--- config.mk ---
export PLATFORM = sky130hd
export DESIGN_NAME = hazard_unit_flat
export DESIGN_NICKNAME = d
export VERILOG_FILES = /design/src/rtl/hazard_if.sv /design/src/rtl/hazard_unit.sv /design/src/flat_wrapper.sv
export SDC_FILE = /design/constraint.sdc
export NUM_CORES = 1
export LEC_CHECK = 0
export CORE_MARGIN = 4
export CORE_UTILIZATION = 45
export CTS_CLUSTER_SIZE = 28
export DETAILED_ROUTE_END_ITERATION = 10
export GPL_TIMING_DRIVEN = 1
export PLACE_DENSITY = 0.8
export SKIP_CTS_REPAIR_TIMING = 1
export SYNTH_ARGS = -nofsm -noshare
export SYNTH_HDL_FRONTEND = slang
export SYNTH_SLANG_ARGS = --single-unit
--- constraint.sdc ---
create_clock -name CLK -period 2.1 [get_ports CLK]
set_input_delay 0.42 -clock CLK [delete_from_list [all_inputs] [get_ports CLK]]
set_output_delay 0.42 -clock CLK [all_outputs]
set_load 0.03 [all_outputs]
--- src/rtl/hazard_if.sv ---
// hazard_if: ID-stage operands, branch kill and the stall/flush/forward controls exchanged with hazard_unit.
interface hazard_if #(
  parameter int REG_ADDR_W = 5,
  parameter int CNT_W = 16
);
  logic [REG_ADDR_W-1:0] id_Rs;
  logic [REG_ADDR_W-1:0] id_Rt;
  logic                  id_UseRs;
  logic                  id_UseRt;
  logic [REG_ADDR_W-1:0] id_Dst;
  logic                  id_RegWrite;
  logic                  id_MemtoReg;
  logic                  BranchTakenM;
  logic                  StallF;
  logic                  StallD;
  logic                  FlushD;
  logic                  FlushE;
  logic                  FlushM;
  logic [1:0]            ForwardAE;
  logic [1:0]            ForwardBE;
  logic [CNT_W-1:0]      StallCnt;
  logic [CNT_W-1:0]      FlushCnt;
  modport master (
    output id_Rs, id_Rt, id_UseRs, id_UseRt, id_Dst, id_RegWrite, id_MemtoReg, BranchTakenM,
    input  StallF, StallD, FlushD, FlushE, FlushM, ForwardAE, ForwardBE, StallCnt, FlushCnt
  );
  modport slave (
    input  id_Rs, id_Rt, id_UseRs, id_UseRt, id_Dst, id_RegWrite, id_MemtoReg, BranchTakenM,
    output StallF, StallD, FlushD, FlushE, FlushM, ForwardAE, ForwardBE, StallCnt, FlushCnt
  );
endinterface

--- src/rtl/hazard_unit.sv ---
// hazard_unit: load-use stall, branch flush and EX forwarding for the 5-stage MIPS pipe.
// Defining HAZARD_STATS_EN adds saturating stall/flush event counters.
module hazard_unit #(
  parameter int REG_ADDR_W = 5,
  parameter int CNT_W = 16
) (
  input logic     CLK,
  input logic     RST_N,
  hazard_if.slave hz
);
  typedef struct packed {
    logic                  valid;
    logic                  wr;
    logic [REG_ADDR_W-1:0] dst;
  } stage_t;
  stage_t e_q, e_d, m_q, m_d, w_q, w_d;
  logic e_load_q, e_load_d;
  logic [REG_ADDR_W-1:0] e_rs_q, e_rs_d, e_rt_q, e_rt_d;
  logic stall, kill, flush_e;
  function automatic logic hit(input stage_t s, input logic [REG_ADDR_W-1:0] r);
    return s.valid & s.wr & (s.dst != '0) & (s.dst == r);
  endfunction
  // The load flag only matters while the load sits in EX, so M and W drop it.
  always_comb begin
    stall = e_q.valid & e_load_q & (e_q.dst != '0) &
            ((hz.id_UseRs & (hz.id_Rs == e_q.dst)) | (hz.id_UseRt & (hz.id_Rt == e_q.dst)));
    kill = hz.BranchTakenM & RST_N;
    flush_e = kill | stall;
    hz.StallF = stall & ~kill;
    hz.StallD = stall & ~kill;
    hz.FlushD = kill;
    hz.FlushE = flush_e;
    hz.FlushM = kill;
    hz.ForwardAE = !e_q.valid ? 2'b00 : hit(m_q, e_rs_q) ? 2'b10 : hit(w_q, e_rs_q) ? 2'b01 : 2'b00;
    hz.ForwardBE = !e_q.valid ? 2'b00 : hit(m_q, e_rt_q) ? 2'b10 : hit(w_q, e_rt_q) ? 2'b01 : 2'b00;
    w_d = m_q;
    m_d = kill ? '0 : e_q;
    e_d = flush_e ? '0 : '{valid: 1'b1, wr: hz.id_RegWrite, dst: hz.id_Dst};
    e_load_d = ~flush_e & hz.id_MemtoReg;
    e_rs_d = flush_e ? '0 : hz.id_Rs;
    e_rt_d = flush_e ? '0 : hz.id_Rt;
  end
  always_ff @(posedge CLK or negedge RST_N) begin
    if (!RST_N) begin
      e_q <= '0;
      m_q <= '0;
      w_q <= '0;
      e_load_q <= 1'b0;
      e_rs_q <= '0;
      e_rt_q <= '0;
    end else begin
      e_q <= e_d;
      m_q <= m_d;
      w_q <= w_d;
      e_load_q <= e_load_d;
      e_rs_q <= e_rs_d;
      e_rt_q <= e_rt_d;
    end
  end
`ifdef HAZARD_STATS_EN
  logic [CNT_W-1:0] stall_cnt_q, stall_cnt_d, flush_cnt_q, flush_cnt_d;
  always_comb begin
    stall_cnt_d = (stall & ~kill & ~(&stall_cnt_q)) ? stall_cnt_q + 1'b1 : stall_cnt_q;
    flush_cnt_d = (kill & ~(&flush_cnt_q)) ? flush_cnt_q + 1'b1 : flush_cnt_q;
  end
  always_ff @(posedge CLK or negedge RST_N) begin
    if (!RST_N) begin
      stall_cnt_q <= '0;
      flush_cnt_q <= '0;
    end else begin
      stall_cnt_q <= stall_cnt_d;
      flush_cnt_q <= flush_cnt_d;
    end
  end
  assign hz.StallCnt = stall_cnt_q;
  assign hz.FlushCnt = flush_cnt_q;
`else
  assign hz.StallCnt = CNT_W'(0);
  assign hz.FlushCnt = CNT_W'(0);
`endif
endmodule

--- src/flat_wrapper.sv ---
// flat-port wrapper written by rule: the top's interface ports become plain ports
module hazard_unit_flat 
#(
  parameter int REG_ADDR_W = 5,
  parameter int CNT_W = 16
)
  (CLK, RST_N, hz_id_Rs, hz_id_Rt, hz_id_UseRs, hz_id_UseRt, hz_id_Dst, hz_id_RegWrite, hz_id_MemtoReg, hz_BranchTakenM, hz_StallF, hz_StallD, hz_FlushD, hz_FlushE, hz_FlushM, hz_ForwardAE, hz_ForwardBE, hz_StallCnt, hz_FlushCnt);
  hazard_if #(.REG_ADDR_W(REG_ADDR_W), .CNT_W(CNT_W)) hz_i ();
  input logic CLK;
  input logic RST_N;
  input wire logic [$bits(hz_i.id_Rs)-1:0] hz_id_Rs;
  input wire logic [$bits(hz_i.id_Rt)-1:0] hz_id_Rt;
  input wire logic [$bits(hz_i.id_UseRs)-1:0] hz_id_UseRs;
  input wire logic [$bits(hz_i.id_UseRt)-1:0] hz_id_UseRt;
  input wire logic [$bits(hz_i.id_Dst)-1:0] hz_id_Dst;
  input wire logic [$bits(hz_i.id_RegWrite)-1:0] hz_id_RegWrite;
  input wire logic [$bits(hz_i.id_MemtoReg)-1:0] hz_id_MemtoReg;
  input wire logic [$bits(hz_i.BranchTakenM)-1:0] hz_BranchTakenM;
  output wire logic [$bits(hz_i.StallF)-1:0] hz_StallF;
  output wire logic [$bits(hz_i.StallD)-1:0] hz_StallD;
  output wire logic [$bits(hz_i.FlushD)-1:0] hz_FlushD;
  output wire logic [$bits(hz_i.FlushE)-1:0] hz_FlushE;
  output wire logic [$bits(hz_i.FlushM)-1:0] hz_FlushM;
  output wire logic [$bits(hz_i.ForwardAE)-1:0] hz_ForwardAE;
  output wire logic [$bits(hz_i.ForwardBE)-1:0] hz_ForwardBE;
  output wire logic [$bits(hz_i.StallCnt)-1:0] hz_StallCnt;
  output wire logic [$bits(hz_i.FlushCnt)-1:0] hz_FlushCnt;
  assign hz_i.id_Rs = hz_id_Rs;
  assign hz_i.id_Rt = hz_id_Rt;
  assign hz_i.id_UseRs = hz_id_UseRs;
  assign hz_i.id_UseRt = hz_id_UseRt;
  assign hz_i.id_Dst = hz_id_Dst;
  assign hz_i.id_RegWrite = hz_id_RegWrite;
  assign hz_i.id_MemtoReg = hz_id_MemtoReg;
  assign hz_i.BranchTakenM = hz_BranchTakenM;
  assign hz_StallF = hz_i.StallF;
  assign hz_StallD = hz_i.StallD;
  assign hz_FlushD = hz_i.FlushD;
  assign hz_FlushE = hz_i.FlushE;
  assign hz_FlushM = hz_i.FlushM;
  assign hz_ForwardAE = hz_i.ForwardAE;
  assign hz_ForwardBE = hz_i.ForwardBE;
  assign hz_StallCnt = hz_i.StallCnt;
  assign hz_FlushCnt = hz_i.FlushCnt;
  hazard_unit #(.REG_ADDR_W(REG_ADDR_W), .CNT_W(CNT_W)) u_core (.CLK(CLK), .RST_N(RST_N), .hz(hz_i));
endmodule
Yosys cells after proc, flatten, opt, wreduce, memory -nomap -nowiden
Cells that the tools add are included.
Widths: inputs -> output; s select.
Storage, ports and cells
  register bits after elaboration: 32
  logic and storage cells: 51
  bits of input ports: 22
  output and inout bits: 41
  bits in writable memories: 0
  bits in latches: 0
  ROM bits: 0
  memories: 0
Operators by class
  div/mod/pow operators: 0
  shift operators: 0
  reductions and logical operators: 3
  multiply operators: 0
  $add $sub $neg: 0
  magnitude comparators: 0
  muxes and demuxes: 10
  bitwise gates (word level): 20
  equal/unequal tests: 6
Operators with widths (count)
  $eq 5x5->1: 6
  $and 1x1->1: 16
  $reduce_bool 5->1: 3
  $mux 7: 2
  $mux 5: 2
  $mux 2: 4
  $mux 1: 2
  $not 1->1: 2
  $or 1x1->1: 2

Depth between registers and ports, before layout
  word-level depth: 7
  depth in mapped cells: 6
  mapped depth without buffers: 4

Worst setup path after synthesis
No wires, ideal clock.
  path type: reg-to-output
  start point: register u_core.e_q[1] (netlist name)
  end point: output hz_StallF
  buffers on the path: 1
  slack: -0.275 ns
  cell stages (with the launch flop): 6
  arrival time: 1.955 ns
  required time: 1.680 ns
  path through: dfrtp_1 xnor2_1 nand4_1 o22a_1 nor3_1 buf_4
On the way
  longest elaborated chain between the ends: 5
  elaborated cells on any way between the ends: 9
  classes of those cells: 2 x eq/ne; 6 x bitwise; 1 x reduce/logical
RTL lines
  start: declaration: line hazard_unit.sv:16  | stage_t e_q, e_d, m_q, m_d, w_q, w_d;
  start signal: assignment: line hazard_unit.sv:45  | e_q <= '0;
  start signal: assignment: line hazard_unit.sv:52  | e_q <= e_d;
  $eq 5x5->1: line hazard_unit.sv:26  | ((hz.id_UseRs & (hz.id_Rs == e_q.dst)) | (hz.id_UseRt & (hz.id_Rt == e_q.dst)));
  $and 1x1->1: line hazard_unit.sv:26
  $or 1x1->1: line hazard_unit.sv:26
  $and 1x1->1 *: line hazard_unit.sv:25  | stall = e_q.valid & e_load_q & (e_q.dst != '0) &
  $and 1x1->1 *
  end: declaration: line flat_wrapper.sv:19  | output wire logic [$bits(hz_i.StallF)-1:0] hz_StallF;
Every way passes the cells marked *; elsewhere a longest branch is shown, timed or not.

Worst setup path after layout
  start point: register u_core.w_q[3] (netlist name)
  end point: output hz_ForwardBE[0]
On the way
  longest elaborated chain between the ends: 6
  elaborated cells on any way between the ends: 7
  classes of those cells: 1 x eq/ne; 3 x mux; 2 x bitwise; 1 x reduce/logical
RTL lines
  start: declaration: line hazard_unit.sv:16
  start signal: assignment: line hazard_unit.sv:54  | w_q <= w_d;
  $reduce_bool 5->1: line hazard_unit.sv:21  | return s.valid & s.wr & (s.dst != '0) & (s.dst == r);
  $and 1x1->1: line hazard_unit.sv:21
  $and 1x1->1 *: line hazard_unit.sv:21
  $mux 1 *: line hazard_unit.sv:35  | hz.ForwardBE = !e_q.valid ? 2'b00 : hit(m_q, e_rt_q) ? 2'b10 : hit(w_q, e_rt_q) ? 2'b01 : 2'b00;
  $mux 2 * (2 in series): line hazard_unit.sv:35
  end: declaration: line flat_wrapper.sv:25  | output wire logic [$bits(hz_i.ForwardBE)-1:0] hz_ForwardBE;
Marks and branches as above.

==> results.toml <==
[floorplan]
start_util_pct = 47.61
die_h_um = 71.17
io_pins = 63
row_count = 22
core_area_um2 = 3771
die_w_um = 71.17
die_area_um2 = 5064

[clock_network]
clkLatencyLatePin_ns = 0.29
root_buffer = "clkbuf_8"
h-tree-depth = 2
cts_tree = "yes"
clockBufferDepth = 2
cts-buffers-inserted = 5
clkSinkCount = 32
clk_pin_slew_ns = 0.06

[global_route]
grt_max_degree = 33
gr-total-overflow = 0
grt_pass1_wl_um = 5333
grtUsageTotal_pct = 13.72
antenna_found_initial = 0
first_global_vias = 1167

[logic_synthesis]
avgSynthCellArea_um2 = 10.50
synth.largest_area_cell = "dfrtp_1"
synthCells = 171
synth_cell_types = 27
synthFlopType = "dfrtp_1"
synth_edf_count = 0
synthTopCellsByCount = "35 x buf_4, 32 x dfrtp_1, 20 x nand2_1"
syn_area_um2 = 1795
ys_async_sr_fraction_pct = 100.0
ys_ff_latch = 32
synth_top_area_share_pct = 44.60
yosysMostFrequentCell = "buf_4"
ys.warnings.count = 0
synthTopCellsByArea = "dfrtp_1 45%, buf_4 15%, xnor2_1 7.8%, xor2_1 6.8%, a21oi_2 4.9%"
yosysSeqAreaShare_pct = 44.60

[pwr]
p_total_uw = 1557
vdd_drop_max_v = 0.0004048
p_leak_uw = 0.001126
power-per-cell-area_nw_per_um2 = 685.0

[critical_path]
start_kind = "flop"
endpoint_kind = "output port"
required_ns = 1.68
critPathKind = "flop to output port"
cp.arrival_ns = 1.96
slowest_stage = "or4_4"
crit_fanout = 2
max_stage_delay_ns = 0.56
path_cells = "buf_6 > xor2_1 > or4_4 > nor4_4 > buf_4"

[route]
drt-total-wl_um = 3591
drc = 0
dr.pass1.iters = 5
wire_per_inst_um = 13.45
antenna_left = 0
via_per_inst = 4.588
vias = 1225
first_iter_violations = 53

[sta]
finClkSkew_ns = 0.005347
post-route-period-util_pct = 113.2
hold_ws_ns = 0.4160
setup_viol = 7
finalMaxSlewViolations = 0
layout_setup_ws_ns = -0.2770
min_period_ns = 2.377
final_hold_viol_count = 0
max_freq_ghz = 0.4207
grt_setup_unrepaired = "yes"

[placement]
gp_congestion = 0.8744
dpl_worst_slack_ns = -0.1835
place_area_um2 = 2061
dp_hpwl_um = 2594
port_buffers = 30

[outcome]
status = "finished with violations"
violations = "negative setup slack"

[finish]
utilization_pct = 60.29
fill_cells = 312
syn_to_final_growth_pct = 26.62
nets = 241
n_antenna_cell = 0
post-route-cell-area_um2 = 2273
layout-drive-gt1-share_pct = 26.48

[worst_hold_path]
hold_path_class = "input pin to flop"

[job]
maxCapViolations = 0
flip-flops by register name, summed over array words and instances (netlist names):
| signal | flops |
|---|---|
| u_core.e_rt_q | 5 |
| u_core.e_q | 7 |
| u_core.w_q | 7 |
| u_core.m_q | 7 |
| u_core.e_load_q | 1 |
| u_core.e_rs_q | 5 |
power breakdown:
group          total (uW)  switching, uW  internal (uW)
combinational         343            205            138
clock                 512            220            292
sequential            703           43.3            660
total                1560            468           1090
stage by stage:
step,TNS (ns),cells
after global placement,-0.4496,253
after detailed placement,-0.5034,253
final,-1.132,267
after floorplan,0,202
after CTS,-1.682,260
after global routing,-1.574,267
cell families (layout without fill, tap and decap cells):
| kind of cell | count (synthesis) | count (layout) | synth area share [%] |
|---|---|---|---|
| flip-flops | 32 | 32 | 44.60 |
| AO/OA/AOI/OAI | 24 | 24 | 10.31 |
| buffers and inverters | 41 | 58 | 17.21 |
| other | 1 | 32 | 0.2089 |
| AND/OR/NAND/NOR | 43 | 43 | 13.03 |
| XOR/XNOR | 30 | 30 | 14.63 |
placed cells by master, fill, tap and decap left out, drive strengths merged:
master and instances:
o22a 1, o2111ai 1, dlymetal6s2s 9, clkbuf 7, o21ai 1, nand2 20
and2 9, conb 32, or4 4, nand3 2, or3 1, o211ai 1
o311a 1, nand4 2, nor3 1, o22ai 1, clkdlybuf4s50 12, a21oi 18
buf 28, nor4 4, xor2 14, dfrtp 32, inv 2, xnor2 16
path summary, 6_finish.rpt:
check	cells past startpoint	end	from	slack, ns
worst max register to register	7	u_core.e_rt_q[1]	u_core.e_q[1]	0.44
worst min-delay path	3	u_core.e_rs_q[2]	hz_id_Rs[2]	0.42
worst max-delay path	5	hz_ForwardBE[0]	u_core.w_q[3]	-0.28
max in group asynchronous	2	u_core.m_q[0]	RST_N	1.25
min in group asynchronous	2	u_core.e_rt_q[2]	RST_N	0.55
worst min register to register	0	u_core.w_q[5]	u_core.m_q[5]	0.44
metal layers:
layer	vias to the layer above	routed length [um]	global-route usage, %
met2	49	1831	21.53
met4	0	108	7.516
met1	573	1449	17.07
met5	-	0	0
li1	592	-	-
met3	11	202	3.693
final cells by class:
type	count	area [um^2]	area share, %
Clock buffer	7	96.34	4.238
Tap cell	48	60.06	2.642
Sequential cell	32	802.0	35.28
Inverter	2	7.507	0.3302
Multi-Input combinational cell	129	857.1	37.70
Timing Repair Buffer	49	450.4	19.81
critical path: cells and delay by family (launching register included):
| family | cells | cell delay, ns |
|---|---|---|
| flops | 1 | 0.38 |
| simple gates | 2 | 0.82 |
| buf+inv | 2 | 0.31 |
| xor+xnor | 1 | 0.16 |
Power figures use the tool's default switching activity.
